[src/rtl/load_extract_unit_pkg.sv]
// Shared definitions for the load extract unit: load type encodings, FSM states,
// lane select width and small decode helpers.
package load_extract_unit_pkg;

    localparam logic [2:0] LT_LW  = 3'b000;
    localparam logic [2:0] LT_LH  = 3'b001;
    localparam logic [2:0] LT_LHU = 3'b010;
    localparam logic [2:0] LT_LB  = 3'b011;
    localparam logic [2:0] LT_LBU = 3'b100;

    localparam int LANE_SEL_W = 2;

    typedef enum logic [1:0] {
        ST_IDLE,
        ST_READ,
        ST_DONE
    } state_e;

    function automatic logic is_legal_type(input logic [2:0] t);
        return t <= LT_LBU;
    endfunction

    // Word loads need a word-aligned address, halfword loads a halfword-aligned one.
    function automatic logic is_misaligned(input logic [2:0] t, input logic [LANE_SEL_W-1:0] lo);
        return ((t == LT_LW) && (lo != 2'b00)) ||
               (((t == LT_LH) || (t == LT_LHU)) && lo[0]);
    endfunction

endpackage

[src/rtl/load_extract_unit_lane_extract.sv]
// load_lane_extract: combinational lane select plus sign/zero extension of a
// little-endian read word into a 32-bit write-back value.
module load_lane_extract
    import load_extract_unit_pkg::*;
(
    input  logic [31:0]           rdata,
    input  logic [LANE_SEL_W-1:0] lo,
    input  logic [2:0]            ltype,
    output logic [31:0]           word
);

    logic [3:0][7:0] lanes;
    logic [7:0]      byte_f;
    logic [15:0]     half_f;

    assign lanes  = rdata;
    assign byte_f = lanes[lo];
    // Halfword lanes pick by addr[1] only; addr[0] never shifts the field.
    assign half_f = lo[1] ? rdata[31:16] : rdata[15:0];

    always_comb begin
        word = rdata;
        case (ltype)
            LT_LH:   word = {{16{half_f[15]}}, half_f};
            LT_LHU:  word = {16'h0000, half_f};
            LT_LB:   word = {{24{byte_f[7]}}, byte_f};
            LT_LBU:  word = {24'h000000, byte_f};
            default: word = rdata;
        endcase
    end

endmodule

[src/rtl/load_extract_unit.sv]
// load_extract_unit: accepts one load, issues a word read, extracts/extends the lane.
// Build option MISALIGN_TRAP_EN: misaligned LW/LH/LHU complete with err instead of reading.
module load_extract_unit
    import load_extract_unit_pkg::*;
#(
    parameter int TIMEOUT_CYCLES = 16,
    parameter int ADDR_W         = 32
) (
    input  logic              clk,
    input  logic              reset_n,
    input  logic              clk_en,
    input  logic              req_valid,
    output logic              req_ready,
    input  logic [ADDR_W-1:0] req_addr,
    input  logic [2:0]        req_type,
    output logic              mem_rd,
    output logic [ADDR_W-1:0] mem_addr,
    input  logic              mem_ack,
    input  logic [31:0]       mem_rdata,
    output logic              done_valid,
    output logic [31:0]       word,
    output logic              err
);

    localparam int                CNT_W    = $clog2(TIMEOUT_CYCLES);
    localparam logic [CNT_W-1:0]  CNT_LAST = CNT_W'(TIMEOUT_CYCLES - 1);

    state_e                  state;
    logic [CNT_W-1:0]        cnt;
    logic [2:0]              lat_type;
    logic [LANE_SEL_W-1:0]   lat_lo;
    logic [31:0]             ext_word;
    logic                    accept;
    logic                    reject;

    assign accept = clk_en && req_valid && req_ready;

`ifdef MISALIGN_TRAP_EN
    assign reject = !is_legal_type(req_type) || is_misaligned(req_type, req_addr[1:0]);
`else
    assign reject = !is_legal_type(req_type);
`endif

    load_lane_extract u_extract (
        .rdata (mem_rdata),
        .lo    (lat_lo),
        .ltype (lat_type),
        .word  (ext_word)
    );

    always_ff @(posedge clk or negedge reset_n) begin
        if (!reset_n) begin
            state      <= ST_IDLE;
            req_ready  <= 1'b1;
            mem_rd     <= 1'b0;
            mem_addr   <= '0;
            done_valid <= 1'b0;
            word       <= '0;
            err        <= 1'b0;
            cnt        <= '0;
            lat_type   <= LT_LW;
            lat_lo     <= '0;
        end else if (clk_en) begin
            case (state)
                ST_IDLE: begin
                    if (accept) begin
                        req_ready <= 1'b0;
                        lat_type  <= req_type;
                        lat_lo    <= req_addr[1:0];
                        cnt       <= '0;
                        if (reject) begin
                            word       <= '0;
                            err        <= 1'b1;
                            done_valid <= 1'b1;
                            state      <= ST_DONE;
                        end else begin
                            mem_addr <= {req_addr[ADDR_W-1:2], 2'b00};
                            mem_rd   <= 1'b1;
                            state    <= ST_READ;
                        end
                    end
                end
                ST_READ: begin
                    // An ack on the final counted cycle still counts as success.
                    if (mem_ack) begin
                        word       <= ext_word;
                        err        <= 1'b0;
                        done_valid <= 1'b1;
                        mem_rd     <= 1'b0;
                        state      <= ST_DONE;
                    end else if (cnt == CNT_LAST) begin
                        word       <= '0;
                        err        <= 1'b1;
                        done_valid <= 1'b1;
                        mem_rd     <= 1'b0;
                        state      <= ST_DONE;
                    end else begin
                        cnt <= cnt + 1'b1;
                    end
                end
                ST_DONE: begin
                    done_valid <= 1'b0;
                    req_ready  <= 1'b1;
                    state      <= ST_IDLE;
                end
                default: begin
                    state      <= ST_IDLE;
                    req_ready  <= 1'b1;
                    mem_rd     <= 1'b0;
                    done_valid <= 1'b0;
                end
            endcase
        end
    end

endmodule

[config.mk]
export PLATFORM = sky130hd
export DESIGN_NAME = load_extract_unit
export DESIGN_NICKNAME = d
export VERILOG_FILES = /design/src/rtl/load_extract_unit_pkg.sv /design/src/rtl/load_extract_unit_lane_extract.sv /design/src/rtl/load_extract_unit.sv
export SDC_FILE = /design/constraint.sdc
export NUM_CORES = 1
export LEC_CHECK = 0
export ABC_AREA = 0
export CAP_MARGIN = 10
export CELL_PAD_IN_SITES_DETAIL_PLACEMENT = 0
export CELL_PAD_IN_SITES_GLOBAL_PLACEMENT = 1
export CORE_ASPECT_RATIO = 0.6
export CORE_MARGIN = 2
export CORE_UTILIZATION = 39
export CTS_BUF_LIST = sky130_fd_sc_hd__clkbuf_4 sky130_fd_sc_hd__clkbuf_8
export DETAILED_ROUTE_END_ITERATION = 8
export PLACE_DENSITY_LB_ADDON = 0.25
export SKIP_CTS_REPAIR_TIMING = 1
export SLEW_MARGIN = 10
export SYNTH_ARGS = -nofsm -noshare
export SYNTH_HDL_FRONTEND = slang
export SYNTH_SLANG_ARGS = --single-unit
[constraint.sdc]
create_clock -name clk -period 3.1 [get_ports clk]
set_clock_uncertainty 0.15 [all_clocks]
set_input_delay 0.31 -clock clk [delete_from_list [all_inputs] [get_ports clk]]
set_output_delay 0.31 -clock clk [all_outputs]
set_load 0.05 [all_outputs]
==> impl_metrics.tcl, run 1 <==
set metrics [dict create \
    drc 0 \
    synth_top_area_frac 0.4574 \
    groute.usage.overall 0.2074 \
    antenna-diode-count 0 \
    max_freq_ghz 0.4136 \
    routedWlPerCell_um 17.85 \
    power.ir.vdd_worst_mv 0.5396 \
    synthCells 375 \
    num-nets-final 578 \
    cp-startpoint "lat_type[0]" \
    layout.core_utilization 0.5495 \
    final_common_cell "sky130_fd_sc_hd__clkdlybuf4s50_1" \
    r2r-start "lat_type[0]" \
    worstSkewPairLatency_ns 0.35 \
    number_of_buffers_added_by_the_clock_tree_synthesis_step 9 \
    route.top_layer_used "met4" \
    gr-total-overflow 0 \
    final_cell_mix "sky130_fd_sc_hd__clkdlybuf4s50_1 (136), sky130_fd_sc_hd__dfrtp_1 (76), sky130_fd_sc_hd__nand2_1 (51)" \
    cts_root_buffer "sky130_fd_sc_hd__clkbuf_8" \
    estimated_wirelength_of_the_detail_placed_design_mm 8.465 \
    setup_violations 0 \
    worst_setup_hold_path_clk_slew_ns 0.08 \
    fp.dieArea_sq_um 11530 \
    crit_arrival_ns 2.48 \
    die_x_um 137.3 \
    timing_worst_setup_path_type "register to register" \
    max-slew-margin-rel 0.3360 \
    htree_levels 3 \
    worstSetupEndpoint "word[17]" \
    initial_utilization 0.3965 \
    tns_ns 0 \
    dp_worst_setup_slack_ns 0.4624 \
    cp_slowest_stage_delay_ns 0.72 \
    route.layer.met1.wl_mm 5.811 \
    dominant_cells_by_area_after_synthesis "sky130_fd_sc_hd__dfrtp_1 (46%), sky130_fd_sc_hd__mux2_2 (7.0%), sky130_fd_sc_hd__nand2_1 (4.6%), sky130_fd_sc_hd__mux4_2 (4.3%), sky130_fd_sc_hd__mux2i_1 (3.9%)" \
    per_cell_via_count_in_the_routed_design 5.455 \
    synth_sequential_area_ratio 0.4637 \
    postSynth.topFlopCell "sky130_fd_sc_hd__dfrtp_1" \
    placedCellCount 633 \
    initialDrtViolationCount 295 \
    regToRegSetupSlack_ns 0.68 \
    cpMaxStageDelayCell "sky130_fd_sc_hd__nor3_4" \
    die_height_um 83.98 \
    clockPowerShare 0.127 \
    grt_setup_unrepaired "no" \
    synth_cell_types 49 \
    internal_power_mw 3.121 \
    run_status "finished, violations left" \
    path_max_fanout 16 \
    power.static_leakage_nw 2.388 \
    critical_path_launch_point_type "register" \
    finalWorstPathRequiredPeriod_ns 2.418 \
    cts_tree "built" \
    ratio_of_cells_with_drive_above_1_in_the_final_layout 0.1529 \
    post_synth.cell_area_avg_sq_um 11.09 \
    p_sw_mw 3.032 \
    hold-worst-slack_ns -0.03894 \
    synth-edff-count 0 \
    violations "negative hold slack" \
    met2_length_mm 4.891 \
    synth_cell_area_sq_um 4158 \
    detail_route.first_pass.iterations 5 \
    reg2regPathDepth 4 \
    met3_wirelength_um 763 \
    asyncSetResetFlopFracSynth 1.000 \
    ff_latch_count_synth 77 \
    drt_wl_total_mm 11.58 \
    seq_power_share 0.284 \
    post-route-worst-setup-slack_ns 0.6824 \
    max_transition_viols_final 0 \
    ys.warnings.count 0 \
    swShare 0.4927 \
    place_area_sq_um 5563 \
    grt_antenna_before_repair 0 \
    path_cells "nand2_1, o32ai_4, nor3_4, o31ai_1" \
    worst_hold_path_type "primary input to asynchronous set/reset pin" \
    finalCritPeriodShare 0.7799 \
    grt_pass1_wl_mm 18.38 \
    core_area_sq_um 10490 \
    comb_power_share 0.590 \
    drv_cap 0 \
    count_of_boundary_i_o_pins 140 \
    first_global_vias 3402 \
    synth_top_area_cell "sky130_fd_sc_hd__dfrtp_1" \
    layout.cell_area.non_filler_sq_um 5762 \
    cp-end-kind "register" \
    grt_max_degree 78 \
    io_buffer_count 137 \
    cts_sinks 77 \
    num_vias 3540 \
    critical_path.reg2reg.endpoint "word[17]" \
    power_mw 6.152 \
    timing_hold_violations_final 64 \
    cp_data_required_time_ns 3.16 \
    fin_cells 649 \
    ant_nets 0 \
    syn_to_final_growth_pct 38.58 \
    max_buffers_root_to_sink 2 \
    max_slew.worst_pin.slew_ns 0.9950 \
    power.density_nw_per_um2 1068 \
    placement_rows 29 \
    gpl.final_weighted_congestion 0.8782 \
]
## registers in the layout (all words and copies together), names as in the netlist
signal      count
cnt             4
word           32
req_ready       1
lat_lo          2
lat_type        3
state           2
mem_addr       30
mem_rd          1
done_valid      1
err             1
## cells in the mapped netlist (2+ instances only)
cell type and n:
sky130_fd_sc_hd__o221ai_1 2, sky130_fd_sc_hd__a31oi_1 6, sky130_fd_sc_hd__nand2_1 51, sky130_fd_sc_hd__buf_8 2, sky130_fd_sc_hd__buf_2 9, sky130_fd_sc_hd__buf_6 8
sky130_fd_sc_hd__a221o_1 7, sky130_fd_sc_hd__and3_1 2, sky130_fd_sc_hd__mux2_1 5, sky130_fd_sc_hd__dfrtp_1 76, sky130_fd_sc_hd__nand4_1 3, sky130_fd_sc_hd__a21o_1 2
sky130_fd_sc_hd__o211ai_1 5, sky130_fd_sc_hd__nand2b_1 6, sky130_fd_sc_hd__inv_1 5, sky130_fd_sc_hd__o31ai_1 8, sky130_fd_sc_hd__mux4_2 8, sky130_fd_sc_hd__xor2_1 3
sky130_fd_sc_hd__a22o_1 7, sky130_fd_sc_hd__o21ai_0 20, sky130_fd_sc_hd__maj3_1 2, sky130_fd_sc_hd__clkbuf_1 3, sky130_fd_sc_hd__nor3_4 2, sky130_fd_sc_hd__nor2_1 34
sky130_fd_sc_hd__nor2b_1 5, sky130_fd_sc_hd__nand3_1 9, sky130_fd_sc_hd__mux2i_1 16, sky130_fd_sc_hd__mux2_2 26, sky130_fd_sc_hd__a21oi_1 6, sky130_fd_sc_hd__o31ai_2 10
sky130_fd_sc_hd__buf_4 3, sky130_fd_sc_hd__o41ai_1 7
## final cells by class
| cell class | instances | area (sq um) |
|---|---|---|
| clock inverter | 6 | 61.31 |
| timing repair buffer | 143 | 1426 |
| fill | 908 | 4725 |
| clock buffer | 10 | 137.6 |
| inverter | 5 | 18.77 |
| tap | 139 | 173.9 |
| sequential | 77 | 1928 |
| multi-input combinational | 269 | 2016 |
## power by group through the flow
stage	sequential, mW	combinational, mW	clock (mW)
2_1_floorplan	2.94	1.31	0
3_3_place_gp	1.75	3.60	0
3_5_place_dp	1.76	3.63	0
4_1_cts	1.75	3.64	0.802
5_1_grt	1.81	3.83	0.849
6_report	1.75	3.63	0.779
## layer usage
metal,GRT usage,up-vias
met5,0,-
met4,0.05061,0
met3,0.05039,13
met2,0.2858,137
met1,0.3230,1762
li1,-,1628
## cells by family after synthesis
logic type / after synthesis / share of synthesized area
simple gates: 122 / 0.1423
compound gates: 84 / 0.1607
flops: 77 / 0.4637
mux: 55 / 0.1658
buf+inv: 30 / 0.05236
fa+ha+maj: 3 / 0.007824
xor+xnor: 3 / 0.006321
other cells: 1 / 0.0009019
## critical path: cells and delay by family (launching register included)
kind / cells / cell delay (ns)
compound gates: 2 / 0.36
flops: 1 / 0.56
simple gates: 2 / 1.19
## how the worst min path moves through the flow
stage               startpoint  slack, ns     endpoint  cells past startpoint
floorplan              reset_n      -0.14       cnt[0]                      0
global placement       word[3]       0.31      word[3]                      2
detailed placement      mem_rd       0.32       mem_rd                      1
CTS                    reset_n     -0.002     word[10]                      1
global route           reset_n       0.04       cnt[1]                      1
finish                 reset_n      -0.04  mem_addr[4]                      1
Power figures use the tool's default switching activity.
==> inputs of run 2 (changes only) <==
Settings changed: CORE_UTILIZATION 39 to 33.
Clock period 3.1 ns to 2 ns, I/O delays scaled along.
==> run 2 against run 1 <==
Compared with the run above:
- the run now ends clean
- final cell count up 10%
- wire length up 13%
- register-to-register slack worse by 0.60 ns
- largest power group unchanged
- hold slack better by 0.18 ns
- sequential share of layout area down 2.2 points
- clock power up 62%
- utilization down 4.3 points
- global-route usage down 0.78 points
- sequential cell count unchanged
- via count up 4.2%
- sequential power up 50%
==> impl_metrics.tcl, run 2 (synthesis results as in run 1) <==
set metrics [dict create \
    run_status "finished, final reports clean" \
    power.density_nw_per_um2 1644 \
    power.ir.vdd_worst_mv 0.7284 \
    cts_root_buffer "sky130_fd_sc_hd__clkbuf_8" \
    cp-end-kind "output pin" \
    power.static_leakage_nw 2.627 \
    max_slew.worst_pin.slew_ns 0.6042 \
    final_common_cell "sky130_fd_sc_hd__clkdlybuf4s50_1" \
    core_area_sq_um 12180 \
    drv_cap 0 \
    ratio_of_cells_with_drive_above_1_in_the_final_layout 0.2377 \
    r2r-start "lat_type[0]" \
    max_freq_ghz 0.5172 \
    ant_nets 0 \
    num-nets-final 619 \
    grt.met2_usage 0.2815 \
    setup_violations 0 \
    cpMaxStageDelayCell "sky130_fd_sc_hd__clkdlybuf4s50_1" \
    path_max_fanout 2 \
    estimated_wirelength_of_the_detail_placed_design_mm 9.808 \
    per_cell_via_count_in_the_routed_design 5.152 \
    number_of_buffers_added_by_the_clock_tree_synthesis_step 9 \
    gr-total-overflow 0 \
    largest_register_ffs 32 \
    worst-path-buf-inv 1 \
    timing_worst_setup_path_type "register to output pin" \
    timing.critical_path.max_delay_family "buffers and inverters" \
    dp_worst_setup_slack_ns -0.3974 \
    initial_utilization 0.3414 \
    die_height_um 90.95 \
    fin_cells 716 \
    fp.dieArea_sq_um 13540 \
    drt_wl_total_mm 13.14 \
    crit_arrival_ns 1.58 \
    worstSkewPairLatency_ns 0.37 \
    worst_hold_path_type "primary input to asynchronous set/reset pin" \
    grt.busiest_layer "met1" \
    cts_tree "built" \
    final_cell_mix "sky130_fd_sc_hd__clkdlybuf4s50_1 (128), sky130_fd_sc_hd__dfrtp_1 (75), sky130_fd_sc_hd__nand2_1 (50), sky130_fd_sc_hd__buf_4 (50), sky130_fd_sc_hd__nor2_1 (34)" \
    first_global_vias 3815 \
    count_of_boundary_i_o_pins 140 \
    cp_slowest_stage_delay_ns 0.82 \
    antenna-diode-count 0 \
    finalCritPeriodShare 0.9668 \
    initialDrtViolationCount 217 \
    finalWorstPathRequiredPeriod_ns 1.934 \
    timing_hold_violations_final 0 \
    grt_antenna_before_repair 0 \
    met1_usage 0.2957 \
    die_x_um 148.9 \
    routedWlPerCell_um 18.35 \
    htree_levels 3 \
    grt_setup_unrepaired "no" \
    fill_cells 1118 \
    cts_sinks 77 \
    top_regs "word (32), mem_addr (30), cnt (4)" \
    placement_rows 31 \
    grt_pass1_wl_mm 20.88 \
    max_buffers_root_to_sink 2 \
    syn_to_final_growth_pct 48.45 \
    max_transition_viols_final 0 \
    max_flop_register "word" \
    io_buffer_count 137 \
    cp-startpoint "word[9]" \
    critical_path_launch_point_type "register" \
    detail_route.first_pass.iterations 5 \
    num_vias 3689 \
    placedCellCount 698 \
    worst_setup_hold_path_clk_slew_ns 0.09 \
    grt_max_degree 33 \
    path_cells "clkdlybuf4s50_1" \
    drc 0 \
    groute.usage.overall 0.1996 \
    gpl.final_weighted_congestion 0.8409 \
    max-slew-margin-rel 0.5962 \
    grt.met3_usage 0.06332 \
    cp_data_required_time_ns 1.65 \
    post-route-worst-setup-slack_ns 0.06639 \
]
==> run 2: worst paths after layout <==
path | slack [ns] | endpoint | cells after the start
max | 0.07 | word[9] | 1
min | 0.14 | word[24] | 2
max reg2reg | 0.08 | word[0] | 7
min reg2reg | 0.34 | word[5] | 2
max in group asynchronous | 0.92 | mem_addr[25] | 3
min in group clk | 0.22 | lat_lo[0] | 3
==> run 2: final cells by class <==
| cell class | instances | area (sq um) | area share |
|---|---|---|---|
| Inverter | 5 | 18.77 | 0.003041 |
| Sequential cell | 77 | 1929 | 0.3126 |
| Clock buffer | 9 | 123.9 | 0.02007 |
| Clock inverter | 7 | 81.33 | 0.01318 |
| Multi-Input combinational cell | 269 | 2046 | 0.3314 |
| Timing Repair Buffer | 184 | 1767 | 0.2862 |
| Tap cell | 165 | 206.4 | 0.03345 |
==> run 2: stage by stage <==
stage | TNS, ns | util | cell area (sq um) | total power, mW | hold WS [ns]
6_report | 0 | 0.5068 | 6172 | 10.14 | 0.1366
5_1_grt | 0 | 0.5068 | 6172 | 10.69 | 0.1767
4_1_cts | -2.758 | 0.5020 | 6113 | 10.07 | -0.3975
3_5_place_dp | -11.69 | 0.4851 | 5908 | 8.777 | 0.003629
3_3_place_gp | -7.395 | 0.4851 | 5908 | 8.673 | -0.004407
2_1_floorplan | -2.533 | - | 4170 | 6.586 | -0.2456
==> run 2: routing by layer <==
layer | part of all wire | wire (um) | vias to the layer above
met4 | 0.0096 | 126 | 0
met3 | 0.076 | 992 | 12
met2 | 0.42 | 5533 | 135
met1 | 0.49 | 6487 | 1831
li1 | - | - | 1711
met5 | 0 | 0 | -
==> run 2: report_power, final <==
| part | internal, mW | total [mW] | switching [mW] |
|---|---|---|---|
| clock network | 0.594 | 1.26 | 0.669 |
| registers | 2.19 | 2.62 | 0.430 |
| logic | 2.38 | 6.26 | 3.88 |
==> run 2: worst register-to-register path, delay by kind of cell, from the launching register on <==
| kind | cells | cell delay [ns] |
|---|---|---|
| and+or+nand+nor | 2 | 0.48 |
| AOI/OAI and AO/OA | 2 | 0.22 |
| DFF | 1 | 0.42 |
| buffers and inverters | 3 | 0.53 |
